### src/rtl/serial_frame_rx_if.sv
// ----------------------------------------------------------------------------
// serial_frame_rx_if
// Bundles the serial line and the recovered-word outputs of serial_frame_rx.
//   SerialDin     serial line into the receiver (idles high)
//   ParallelDout  last received data word
//   DoutValid     one-cycle strobe: ParallelDout and the flags were updated
//   ParityErr     parity mismatch on the last frame
//   FrameErr      stop bit was 0 on the last frame
//   Busy          receiver is not idle
// Modports: master = line driver / word consumer, slave = the receiver.
// ----------------------------------------------------------------------------
interface serial_frame_rx_if #(
    parameter int WIDTH = 4
);
    logic             SerialDin;
    logic [WIDTH-1:0] ParallelDout;
    logic             DoutValid;
    logic             ParityErr;
    logic             FrameErr;
    logic             Busy;

    modport master (
        output SerialDin,
        input  ParallelDout, DoutValid, ParityErr, FrameErr, Busy
    );

    modport slave (
        input  SerialDin,
        output ParallelDout, DoutValid, ParityErr, FrameErr, Busy
    );
endinterface

### src/rtl/serial_frame_rx.sv
// ----------------------------------------------------------------------------
// serial_frame_rx
// Framed serial receiver: start(0), WIDTH data bits LSB-first, parity, stop(1).
// Each bit lasts CLKS_PER_BIT clocks; bits are sampled at mid-bit, timed from
// the clock edge on which the falling start edge was first seen.
// Ports:
//   Clk   system clock, rising edge
//   Rst   asynchronous active-high reset
//   bus   serial_frame_rx_if.slave (SerialDin in; ParallelDout, DoutValid,
//         ParityErr, FrameErr, Busy out -- all outputs registered)
// ----------------------------------------------------------------------------
module serial_frame_rx #(
    parameter int WIDTH        = 4,
    parameter int CLKS_PER_BIT = 4,
    parameter bit PARITY_ODD   = 1'b0
) (
    input  logic              Clk,
    input  logic              Rst,
    serial_frame_rx_if.slave  bus
);
    localparam int HALF  = CLKS_PER_BIT / 2;
    localparam int CNT_W = $clog2(CLKS_PER_BIT);
    localparam int BIT_W = $clog2(WIDTH + 1);

    localparam logic [CNT_W-1:0] HALF_END = CNT_W'(HALF - 1);
    localparam logic [CNT_W-1:0] BIT_END  = CNT_W'(CLKS_PER_BIT - 1);
    localparam logic [BIT_W-1:0] LAST_BIT = BIT_W'(WIDTH - 1);

    typedef enum logic [2:0] {
        S_IDLE,
        S_START,
        S_DATA,
        S_PARITY,
        S_STOP,
        S_WAIT_HIGH
    } state_t;

    state_t           r_state;
    logic [CNT_W-1:0] r_cyc;
    logic [BIT_W-1:0] r_bit;
    logic [WIDTH-1:0] r_shift;
    logic             r_perr_pend;
    logic [WIDTH-1:0] r_dout;
    logic             r_valid;
    logic             r_perr;
    logic             r_ferr;
    logic             r_busy;

    logic             w_din;
    logic             w_bit_end;

    assign w_din     = bus.SerialDin;
    assign w_bit_end = (r_cyc == BIT_END);

    // Data arrives LSB-first, so each new bit enters at the top and D0 ends
    // up in bit 0 once WIDTH bits have been shifted in.
    function automatic logic [WIDTH-1:0] shift_in(input logic [WIDTH-1:0] s,
                                                  input logic             b);
        logic [WIDTH-1:0] t;
        t           = s >> 1;
        t[WIDTH-1]  = b;
        return t;
    endfunction

    function automatic logic parity_err(input logic [WIDTH-1:0] data,
                                        input logic             par);
        return (^data) ^ par ^ PARITY_ODD;
    endfunction

    always_ff @(posedge Clk or posedge Rst) begin
        if (Rst) begin
            r_state     <= S_IDLE;
            r_cyc       <= '0;
            r_bit       <= '0;
            r_shift     <= '0;
            r_perr_pend <= 1'b0;
            r_dout      <= '0;
            r_valid     <= 1'b0;
            r_perr      <= 1'b0;
            r_ferr      <= 1'b0;
            r_busy      <= 1'b0;
        end else begin
            r_valid <= 1'b0;
            // Busy is a registered view of the current state, so it trails
            // the state register by one edge.
            r_busy  <= (r_state != S_IDLE);

            case (r_state)
                S_IDLE: begin
                    if (!w_din) begin
                        r_state <= S_START;
                        r_cyc   <= '0;
                    end
                end

                // Resample at mid start bit; a high line means the low was a
                // glitch and nothing is reported.
                S_START: begin
                    if (r_cyc == HALF_END) begin
                        r_cyc   <= '0;
                        r_bit   <= '0;
                        r_state <= w_din ? S_IDLE : S_DATA;
                    end else begin
                        r_cyc <= r_cyc + 1'b1;
                    end
                end

                S_DATA: begin
                    if (w_bit_end) begin
                        r_cyc   <= '0;
                        r_shift <= shift_in(r_shift, w_din);
                        if (r_bit == LAST_BIT) begin
                            r_state <= S_PARITY;
                        end else begin
                            r_bit <= r_bit + 1'b1;
                        end
                    end else begin
                        r_cyc <= r_cyc + 1'b1;
                    end
                end

                S_PARITY: begin
                    if (w_bit_end) begin
                        r_cyc       <= '0;
                        r_perr_pend <= parity_err(r_shift, w_din);
                        r_state     <= S_STOP;
                    end else begin
                        r_cyc <= r_cyc + 1'b1;
                    end
                end

                // Word and flags are published together, even on error.
                S_STOP: begin
                    if (w_bit_end) begin
                        r_cyc   <= '0;
                        r_dout  <= r_shift;
                        r_perr  <= r_perr_pend;
                        r_ferr  <= ~w_din;
                        r_valid <= 1'b1;
                        r_state <= w_din ? S_IDLE : S_WAIT_HIGH;
                    end else begin
                        r_cyc <= r_cyc + 1'b1;
                    end
                end

                // A low stop bit leaves the line low; wait for it to return
                // high so the held-low line is not taken as a new start.
                S_WAIT_HIGH: begin
                    if (w_din) begin
                        r_state <= S_IDLE;
                    end
                end

                default: r_state <= S_IDLE;
            endcase
        end
    end

    assign bus.ParallelDout = r_dout;
    assign bus.DoutValid    = r_valid;
    assign bus.ParityErr    = r_perr;
    assign bus.FrameErr     = r_ferr;
    assign bus.Busy         = r_busy;

endmodule

### src/flat_wrapper.sv
// flat-port wrapper written by rule: the top's interface ports become plain ports
module serial_frame_rx_flat 
#(
    parameter int WIDTH        = 4,
    parameter int CLKS_PER_BIT = 4,
    parameter bit PARITY_ODD   = 1'b0
)
  (Clk, Rst, bus_SerialDin, bus_ParallelDout, bus_DoutValid, bus_ParityErr, bus_FrameErr, bus_Busy);
  serial_frame_rx_if #(.WIDTH(WIDTH)) bus_i ();
  input  logic Clk;
  input  logic Rst;
  input wire logic [$bits(bus_i.SerialDin)-1:0] bus_SerialDin;
  output wire logic [$bits(bus_i.ParallelDout)-1:0] bus_ParallelDout;
  output wire logic [$bits(bus_i.DoutValid)-1:0] bus_DoutValid;
  output wire logic [$bits(bus_i.ParityErr)-1:0] bus_ParityErr;
  output wire logic [$bits(bus_i.FrameErr)-1:0] bus_FrameErr;
  output wire logic [$bits(bus_i.Busy)-1:0] bus_Busy;
  assign bus_i.SerialDin = bus_SerialDin;
  assign bus_ParallelDout = bus_i.ParallelDout;
  assign bus_DoutValid = bus_i.DoutValid;
  assign bus_ParityErr = bus_i.ParityErr;
  assign bus_FrameErr = bus_i.FrameErr;
  assign bus_Busy = bus_i.Busy;
  serial_frame_rx #(.WIDTH(WIDTH), .CLKS_PER_BIT(CLKS_PER_BIT), .PARITY_ODD(PARITY_ODD)) u_core (.Clk(Clk), .Rst(Rst), .bus(bus_i));
endmodule
### config.mk
export PLATFORM = sky130hd
export DESIGN_NAME = serial_frame_rx_flat
export DESIGN_NICKNAME = d
export VERILOG_FILES = /design/src/rtl/serial_frame_rx_if.sv /design/src/rtl/serial_frame_rx.sv /design/src/flat_wrapper.sv
export SDC_FILE = /design/constraint.sdc
export NUM_CORES = 1
export LEC_CHECK = 0
export BUFFER_PORTS_ARGS = -buffer_cell sky130_fd_sc_hd__buf_2
export CORE_UTILIZATION = 47
export DETAILED_ROUTE_END_ITERATION = 8
export GPL_ROUTABILITY_DRIVEN = 0
export GPL_TIMING_DRIVEN = 0
export PLACE_DENSITY = 0.68
export SETUP_SLACK_MARGIN = 0.2
export SLEW_MARGIN = 20
export SYNTH_ARGS = -nofsm -noshare
export SYNTH_HDL_FRONTEND = slang
export SYNTH_SLANG_ARGS = --single-unit
### constraint.sdc
create_clock -name Clk -period 2.13 [get_ports Clk]
set_input_delay 0.639 -clock Clk [delete_from_list [all_inputs] [get_ports Clk]]
set_output_delay 0.639 -clock Clk [all_outputs]
set_load 0.01 [all_outputs]
==> run_results.csv, run 1 <==
group,metric,value,unit
outcome,status,"complete, no violations",
floorplan,dieArea,2590,sq um
logic_synthesis,ys.flop_type,"dfrtp_1",
setup_path,crit_arrival,2.00,ns
final_layout,n_antenna_cell,0,
detailed_routing,vias,785,
global_route,grt.total_usage,0.162,
detailed_routing,wl_per_cell,13.7,um
clock_network,cts_tree,"done",
final_layout,design_area,1230,sq um
logic_synthesis,netlist.area_leader.share,0.467,
setup_path,ff2ff_path_depth,5,
timing,skew,0.00877,ns
clock_network,path_clk_slew,0.13,ns
global_route,grt_overflow_total,0,
clock_network,numCtsBuffers,3,
logic_synthesis,syn_inst,103,
flow_run,maxCapViolCount,0,
setup_path,endpoint_kind,"flip-flop",
logic_synthesis,synth_area,1120,sq um
detailed_routing,drcViolationCount,0,
setup_path,startpoint_type,"flip-flop",
final_layout,nets,125,
detailed_routing,ant_nets,0,
clock_network,clock_path_buffers,2,
clock_network,postCtsHoldBufs,0,
setup_path,r2r_end,"u_core.r_bit[2]",
detailed_routing,drt_wl_total,1970,um
logic_synthesis,ys_warn_count,0,
global_route,grt_pass1_wl,3040,um
clock_network,post_cts_buffers,0,
timing,hold_viol,0,
power,ir_worst_vdd,0.000592,V
placement,dp_hpwl,1380,um
timing,post-route-min-period,1.79,ns
placement,pre_cts_slack,0.350,ns
placement,portBuffers,9,
timing,rsz0062_at_grt,"false",
timing,tightest_slew,0.776,ns
timing,slew_headroom,0.482,
setup_path,timing.rr.start,"u_core.r_bit[0]",
timing,setup_tns,0,ns
detailed_routing,drt-initial-drc-count,6,
logic_synthesis,synth_nets,111,
logic_synthesis,synth_edf_count,0,
timing,finalMaxSlewViolations,0,
clock_network,cts_resized,0,
global_route,grt_max_degree,22,
timing,max_freq,559,MHz
detailed_routing,vias_per_cell,5.45,
setup_path,max_stage_delay,0.41,ns
worst_hold_path,hold_path.class,"primary input to asynchronous set/reset pin",
power,power-per-cell-area,1160,nW/um^2
setup_path,cpMostUsedCell,"ha_1",
floorplan,core,2230,sq um
logic_synthesis,avgSynthCellArea,10.9,sq um
logic_synthesis,yosysSeqAreaShare,0.467,
logic_synthesis,synth_common_cells,"21 x dfrtp_1, 12 x mux2_2, 10 x nor2_1",
setup_path,required,2.34,ns
logic_synthesis,synth_most_common_cell,"dfrtp_1",
setup_path,cp_cell_sequence,"ha_1 -> ha_1 -> nand4bb_1 -> a21oi_1 -> mux2_2",
floorplan,initial_core_util,0.504,
setup_path,cp_max_fo,3,
clock_network,clkSinkCount,21,
global_route,grt_pass1_vias,694,
logic_synthesis,synth_top_area_cell,"dfrtp_1",
logic_synthesis,synth_async_sr_flop_share,1.00,
logic_synthesis,ys_seq_elements,21,
power,total_power,1.43,mW
timing,whs,0.439,ns
floorplan,die_w,50.9,um
detailed_routing,detail_route.first_pass.iterations,4,
setup_path,path_class,"flip-flop to flip-flop",
power,total_leakage_power,0.608,nW
floorplan,ios,11,
final_layout,drive_gt1_frac,0.293,
timing,period_share,0.840,
placement,post_dp_cell_area,1200,sq um
global_route,antenna_found_initial,0,
logic_synthesis,synth.area.top_cells,"dfrtp_1 47%, mux2_2 12%, ha_1 5.6%",
setup_path,cp_slowest_cell,"dfrtp_1",
final_layout,syn_to_final_growth,9.57,%
clock_network,clock_latency,0.31,ns
clock_network,clockRootBuffer,"clkbuf_4",
logic_synthesis,yosysUniqueCellTypes,33,
floorplan,rows,17,
floorplan,die_h,50.9,um
timing,finalSetupViolations,0,
timing,layout_setup_ws,0.341,ns
clock_network,htree_levels,1,
setup_path,worst-r2r-setup-slack,0.34,ns
## cell families (layout without fill, tap and decap cells)
family,count (synthesis),after routing,synth area share
simple gates,30,30,0.158
fa+ha+maj,5,5,0.0556
compound gates,16,16,0.0912
mux,13,13,0.129
xor+xnor,3,3,0.0356
buf+inv,15,28,0.0634
flops,21,21,0.467
## layout make-up
| type | count | area, sq um |
|---|---|---|
| clock inverter | 1 | 5.00 |
| clock buffer | 3 | 22.5 |
| sequential | 21 | 526 |
| fill | 209 | 1000 |
| timing repair buffer | 9 | 45.0 |
| tap | 28 | 35.0 |
| inverter | 6 | 22.5 |
| buffer | 9 | 48.8 |
| multi-input combinational | 67 | 528 |
## layer usage
layer / global-route usage / wire length, um
met1: 0.205 / 866
met2: 0.272 / 998
met3: 0.0536 / 96
met4: 0.0278 / 8
met5: 0 / 0
## worst max-delay path by stage
| stage | from | to | slack [ns] | cells after the start |
|---|---|---|---|---|
| 2_1_floorplan | u_core.r_bit[0] | u_core.r_bit[0] | 0.50 | 5 |
| 3_3_place_gp | u_core.r_bit[0] | u_core.r_bit[2] | 0.40 | 5 |
| 3_5_place_dp | u_core.r_bit[0] | u_core.r_bit[2] | 0.35 | 5 |
| 4_1_cts | u_core.r_bit[0] | u_core.r_bit[2] | 0.33 | 5 |
| 5_1_grt | u_core.r_bit[0] | u_core.r_bit[2] | 0.26 | 5 |
| 6_report | u_core.r_bit[0] | u_core.r_bit[2] | 0.34 | 5 |
## flip-flops by register name (all words and copies together) (netlist names)
signal,count
u_core.r_bit,3
u_core.r_shift,4
u_core.bus.FrameErr,1
u_core.bus.DoutValid,1
u_core.r_perr_pend,1
u_core.bus.ParallelDout,4
u_core.r_state,3
u_core.r_cyc,2
u_core.bus.Busy,1
u_core.bus.ParityErr,1
## placed cells by master (no fill, tap or decap), types with 2 or more instances in the layout
| cell | n |
|---|---|
| clkbuf_4 | 3 |
| a21oi_1 | 4 |
| nor2b_1 | 2 |
| nor2_1 | 10 |
| nand2b_1 | 2 |
| nand2_1 | 5 |
| buf_2 | 15 |
| xnor2_1 | 2 |
| a211oi_1 | 2 |
| ha_1 | 5 |
| buf_4 | 2 |
| mux2_2 | 12 |
| dfrtp_1 | 21 |
| inv_1 | 6 |
| o21ai_0 | 5 |
## where the power goes
group          internal, mW  switching, mW  total (mW)
registers             0.510         0.0834       0.593
logic                 0.299          0.335       0.634
clock network        0.0702          0.130       0.200
## worst max-delay path, delay by kind of cell, from the launching register on
kind            cells  cell delay, ns
fa+ha+maj           2            0.42
simple gates        1            0.19
compound gates      1            0.29
mux                 1            0.38
flops               1            0.41
## metrics by stage
| stage | instances | util |
|---|---|---|
| 4_1_cts | 144 | 0.552 |
| 2_1_floorplan | 103 | - |
| 3_5_place_dp | 140 | 0.539 |
| 3_3_place_gp | 140 | 0.539 |
| 5_1_grt | 144 | 0.552 |
| 6_report | 144 | 0.552 |
Power figures use the tool's default switching activity.
==> run 2: changes to the inputs <==
clock period = 1.7 ns   (was 2.13 ns; I/O delays follow)
==> run_results.csv, run 2 (synthesis results as in run 1) <==
group,metric,value,unit
clock_network,cts_tree,"done",
detailed_routing,detail_route.first_pass.iterations,4,
clock_network,clock_path_buffers,2,
setup_path,required,1.92,ns
final_layout,drive_gt1_frac,0.450,
final_layout,design_area,1500,sq um
timing,post-route-min-period,1.60,ns
placement,portBuffers,9,
timing,setup_tns,0,ns
timing,rsz0062_at_grt,"true",
clock_network,clock_latency,0.32,ns
timing,finalSetupViolations,0,
global_route,globalRouteMet2Util,0.314,
detailed_routing,wl_per_cell,15.6,um
detailed_routing,drt_wl_total,2470,um
placement,dp_hpwl,1410,um
floorplan,rows,17,
timing,period_share,0.940,
worst_hold_path,hold_path.class,"primary input to asynchronous set/reset pin",
global_route,grt_overflow_total,0,
detailed_routing,vias_per_cell,5.35,
detailed_routing,drcViolationCount,0,
floorplan,die_w,50.9,um
global_route,grt.total_usage,0.213,
final_layout,final_util,0.673,
placement,post_dp_cell_area,1220,sq um
floorplan,dieArea,2590,sq um
setup_path,endpoint_kind,"flip-flop",
floorplan,die_h,50.9,um
final_layout,final_common_cell,"dfrtp_1",
setup_path,path_class,"flip-flop to flip-flop",
clock_network,htree_levels,1,
floorplan,initial_core_util,0.504,
final_layout,nets,140,
clock_network,clkSinkCount,21,
clock_network,numCtsBuffers,3,
final_layout,n_antenna_cell,0,
detailed_routing,vias,850,
detailed_routing,drt-initial-drc-count,15,
setup_path,cp_slowest_cell,"dfrtp_1",
setup_path,max_stage_delay,0.42,ns
final_layout,syn_to_final_growth,33.6,%
floorplan,core,2230,sq um
global_route,grt.busiest_layer,"met2",
clock_network,clockRootBuffer,"clkbuf_4",
power,total_leakage_power,0.716,nW
flow_run,maxCapViolCount,0,
power,ir_worst_vdd,0.000820,V
outcome,status,"complete, no violations",
global_route,grtUsageMet3,0.0625,
power,total_power,2.22,mW
global_route,grt_pass1_wl,3860,um
timing,slew_headroom,0.461,
clock_network,path_clk_slew,0.12,ns
detailed_routing,ant_nets,0,
setup_path,cp_max_fo,4,
power,power-per-cell-area,1480,nW/um^2
global_route,grt_max_degree,22,
setup_path,cp_cell_sequence,"buf_6 -> inv_1 -> ha_4 -> nand3b_1 -> a21oi_4 -> mux2_4",
setup_path,crit_arrival,1.81,ns
timing,skew,0.00146,ns
timing,hold_viol,0,
final_layout,layout_common_cells,"21 x dfrtp_1, 14 x buf_2, 12 x buf_4, 12 x mux2_4, 10 x nor2_1",
clock_network,postCtsHoldBufs,0,
global_route,gr-usage-met1,0.282,
setup_path,startpoint_type,"flip-flop",
global_route,antenna_found_initial,0,
timing,tightest_slew,0.808,ns
timing,finalMaxSlewViolations,0,
floorplan,ios,11,
timing,max_freq,626,MHz
global_route,grt_pass1_vias,766,
[run 2: what timing repair did]
action | 4_1_cts | 5_1_grt
pin swaps | 3 | 5
resized for setup | 16 | 14
endpoints found under the setup margin | 12 | 14
cloned | 0 | 0
setup buffers | 11 | 4
[run 2: metrics by stage]
stage                     cells  hold WS (ns)  setup WS, ns
after floorplan             103         0.444         0.144
after global placement      140         0.472        0.0619
after detailed placement    140         0.481        0.0104
after CTS                   155         0.346        0.0954
after global routing        159         0.381        0.0266
final                       159         0.324         0.103
[run 2: worst paths after layout]
kind | slack (ns) | depth (start not counted) | endpoint | from
worst max register to register | 0.10 | 6 | u_core.r_bit[1] | u_core.r_cyc[1]
worst min register to register | 0.52 | 1 | u_core.bus.ParallelDout[0] | u_core.bus.ParallelDout[0]
worst max-delay path | 0.10 | 6 | u_core.r_bit[1] | u_core.r_cyc[1]
worst min-delay path | 0.32 | 2 | u_core.bus.ParityErr | Rst
max in group asynchronous | 0.88 | 2 | u_core.bus.ParallelDout[0] | Rst
min in group Clk | 0.50 | 2 | u_core.bus.FrameErr | bus_SerialDin
[run 2: report_power, final]
part,switching [mW],internal [mW]
registers,0.102,0.639
clock network,0.166,0.0883
logic,0.575,0.653
total,0.843,1.38
[run 2: layout make-up]
class | instances | area (sq um)
fillers | 184 | 731
multi-input cells | 67 | 657
flip-flops and latches | 21 | 526
repair buffers | 24 | 173
plain buffers | 9 | 60.1
well taps | 28 | 35.0
inverters | 6 | 25.0
clock buffers | 3 | 22.5
clock inverters | 1 | 5.00
[run 2: critical path: cells and delay by family, from the launching register on]
kind,cells,cell delay (ns)
AOI/OAI and AO/OA,1,0.24
DFF,1,0.42
adders and majority gates,1,0.16
muxes,1,0.32
and+or+nand+nor,1,0.13
buffers and inverters,2,0.21
[run 2: metal layers]
metal / wire length (um) / up-vias / part of all wire
li1: - / 414 / -
met4: 49 / 0 / 0.020
met5: 0 / - / 0
met3: 85 / 4 / 0.034
met1: 1170 / 412 / 0.47
met2: 1170 / 20 / 0.47
==> run 3: changes to the inputs <==
CTS_BUF_LIST = sky130_fd_sc_hd__clkbuf_8   (was default)
==> run_results.csv, run 3 (synthesis results as in run 1) <==
group,metric,value,unit
timing,period_share,0.935,
timing,rsz0062_at_grt,"true",
global_route,grt.total_usage,0.211,
placement,post_dp_cell_area,1220,sq um
final_layout,nets,139,
global_route,grt_overflow_total,0,
clock_network,clock_path_buffers,2,
floorplan,dieArea,2590,sq um
placement,dp_hpwl,1410,um
floorplan,die_w,50.9,um
flow_run,maxCapViolCount,0,
timing,max_freq,629,MHz
floorplan,core,2230,sq um
timing,slew_headroom,0.469,
timing,hold_viol,0,
timing,finalMaxSlewViolations,0,
floorplan,die_h,50.9,um
global_route,grtUsageMet3,0.0625,
detailed_routing,drt-initial-drc-count,5,
worst_hold_path,hold_path.class,"primary input to asynchronous set/reset pin",
setup_path,endpoint_kind,"flip-flop",
floorplan,rows,17,
global_route,grt_pass1_wl,3920,um
global_route,grt.busiest_layer,"met2",
clock_network,clockRootBuffer,"clkbuf_8",
setup_path,path_class,"flip-flop to flip-flop",
clock_network,path_clk_slew,0.08,ns
floorplan,ios,11,
final_layout,layout_common_cells,"21 x dfrtp_1, 15 x buf_4, 14 x buf_2",
final_layout,design_area,1470,sq um
timing,whs,0.388,ns
timing,skew,0.00202,ns
clock_network,htree_levels,1,
power,ir_worst_vdd,0.00100,V
power,total_power,2.17,mW
final_layout,instances_no_fill,158,
detailed_routing,drcViolationCount,0,
final_layout,syn_to_final_growth,31.0,%
final_layout,n_antenna_cell,0,
detailed_routing,vias,848,
global_route,grt_max_degree,22,
detailed_routing,vias_per_cell,5.37,
power,power-per-cell-area,1470,nW/um^2
setup_path,cp_max_fo,3,
clock_network,numCtsBuffers,3,
placement,numPlacedInstances,140,
setup_path,required,1.85,ns
clock_network,clock_latency,0.26,ns
final_layout,final_common_cell,"dfrtp_1",
floorplan,initial_core_util,0.504,
global_route,globalRouteMet2Util,0.349,
detailed_routing,drt_wl_total,2420,um
detailed_routing,wl_per_cell,15.3,um
timing,setup_tns,0,ns
timing,post-route-min-period,1.59,ns
timing,finalSetupViolations,0,
placement,portBuffers,9,
power,total_leakage_power,0.715,nW
global_route,grt_pass1_vias,806,
final_layout,drive_gt1_frac,0.431,
clock_network,cts_tree,"done",
outcome,status,"complete, no violations",
clock_network,clkSinkCount,21,
setup_path,crit_arrival,1.74,ns
timing,tightest_slew,0.795,ns
detailed_routing,detail_route.first_pass.iterations,4,
global_route,antenna_found_initial,0,
setup_path,startpoint_type,"flip-flop",
detailed_routing,ant_nets,0,
global_route,gr-usage-met1,0.274,
[run 3: changes by cell type in the layout (fill, tap and decap cells not counted)]
cell | before | now
clkbuf_4 | 3 | 0
buf_6 | 6 | 2
nor2_2 | 0 | 1
ha_4 | 3 | 1
ha_1 | 0 | 2
inv_4 | 1 | 0
nor2_1 | 10 | 9
clkbuf_8 | 0 | 3
inv_1 | 5 | 6
buf_4 | 12 | 15
[run 3: worst max-delay path: stages, from the launching register on]
cell and delay (ns):
dfrtp_1 0.40, ha_2 0.19, ha_4 0.16, nand4bb_4 0.19, a21oi_4 0.21, mux2_4 0.32
[run 3: area by class of cell]
cell class	count	area, sq um
Tap cell	28	35.0
Inverter	6	22.5
Buffer	9	60.1
Clock inverter	1	5.00
Timing Repair Buffer	23	150
Fill cell	184	759
Sequential cell	21	526
Multi-Input combinational cell	67	634
Clock buffer	3	41.3
[run 3: what timing repair did]
item,4_1_cts,5_1_grt
resized for setup,15,7
endpoints found under the hold margin,0,0
endpoints found under the setup margin,12,15
pin swaps,3,3
hold buffers,0,0
setup buffers,11,3
[run 3: metrics by stage]
step	util	setup slack [ns]
final	0.660	0.110
after global routing	0.660	0.0330
after CTS	0.641	0.102
after detailed placement	0.548	0.0104
after global placement	0.548	0.0619
after floorplan	-	0.144
[run 3: routing by layer]
metal  routed length (um)  vias to the layer above
met5                    0                        -
met4                    9                        0
met3                   92                        2
met2                 1200                       21
met1                 1120                      415
li1                     -                      410
[run 3: worst paths after layout]
| kind | start | endpoint | slack, ns | depth (start not counted) |
|---|---|---|---|---|
| max | u_core.r_bit[0] | u_core.r_bit[1] | 0.11 | 5 |
| min | Rst | u_core.bus.ParityErr | 0.39 | 2 |
| max reg2reg | u_core.r_bit[0] | u_core.r_bit[1] | 0.11 | 5 |
| min reg2reg | u_core.bus.ParallelDout[0] | u_core.bus.ParallelDout[0] | 0.51 | 1 |
| max in group asynchronous | Rst | u_core.r_state[1] | 0.81 | 2 |
| min in group Clk | u_core.bus.ParallelDout[0] | u_core.bus.ParallelDout[0] | 0.51 | 1 |
[run 3: power by group]
group	internal, mW	total, mW	switching (mW)
registers	0.641	0.745	0.104
clock network	0.163	0.326	0.162
logic	0.568	1.10	0.529
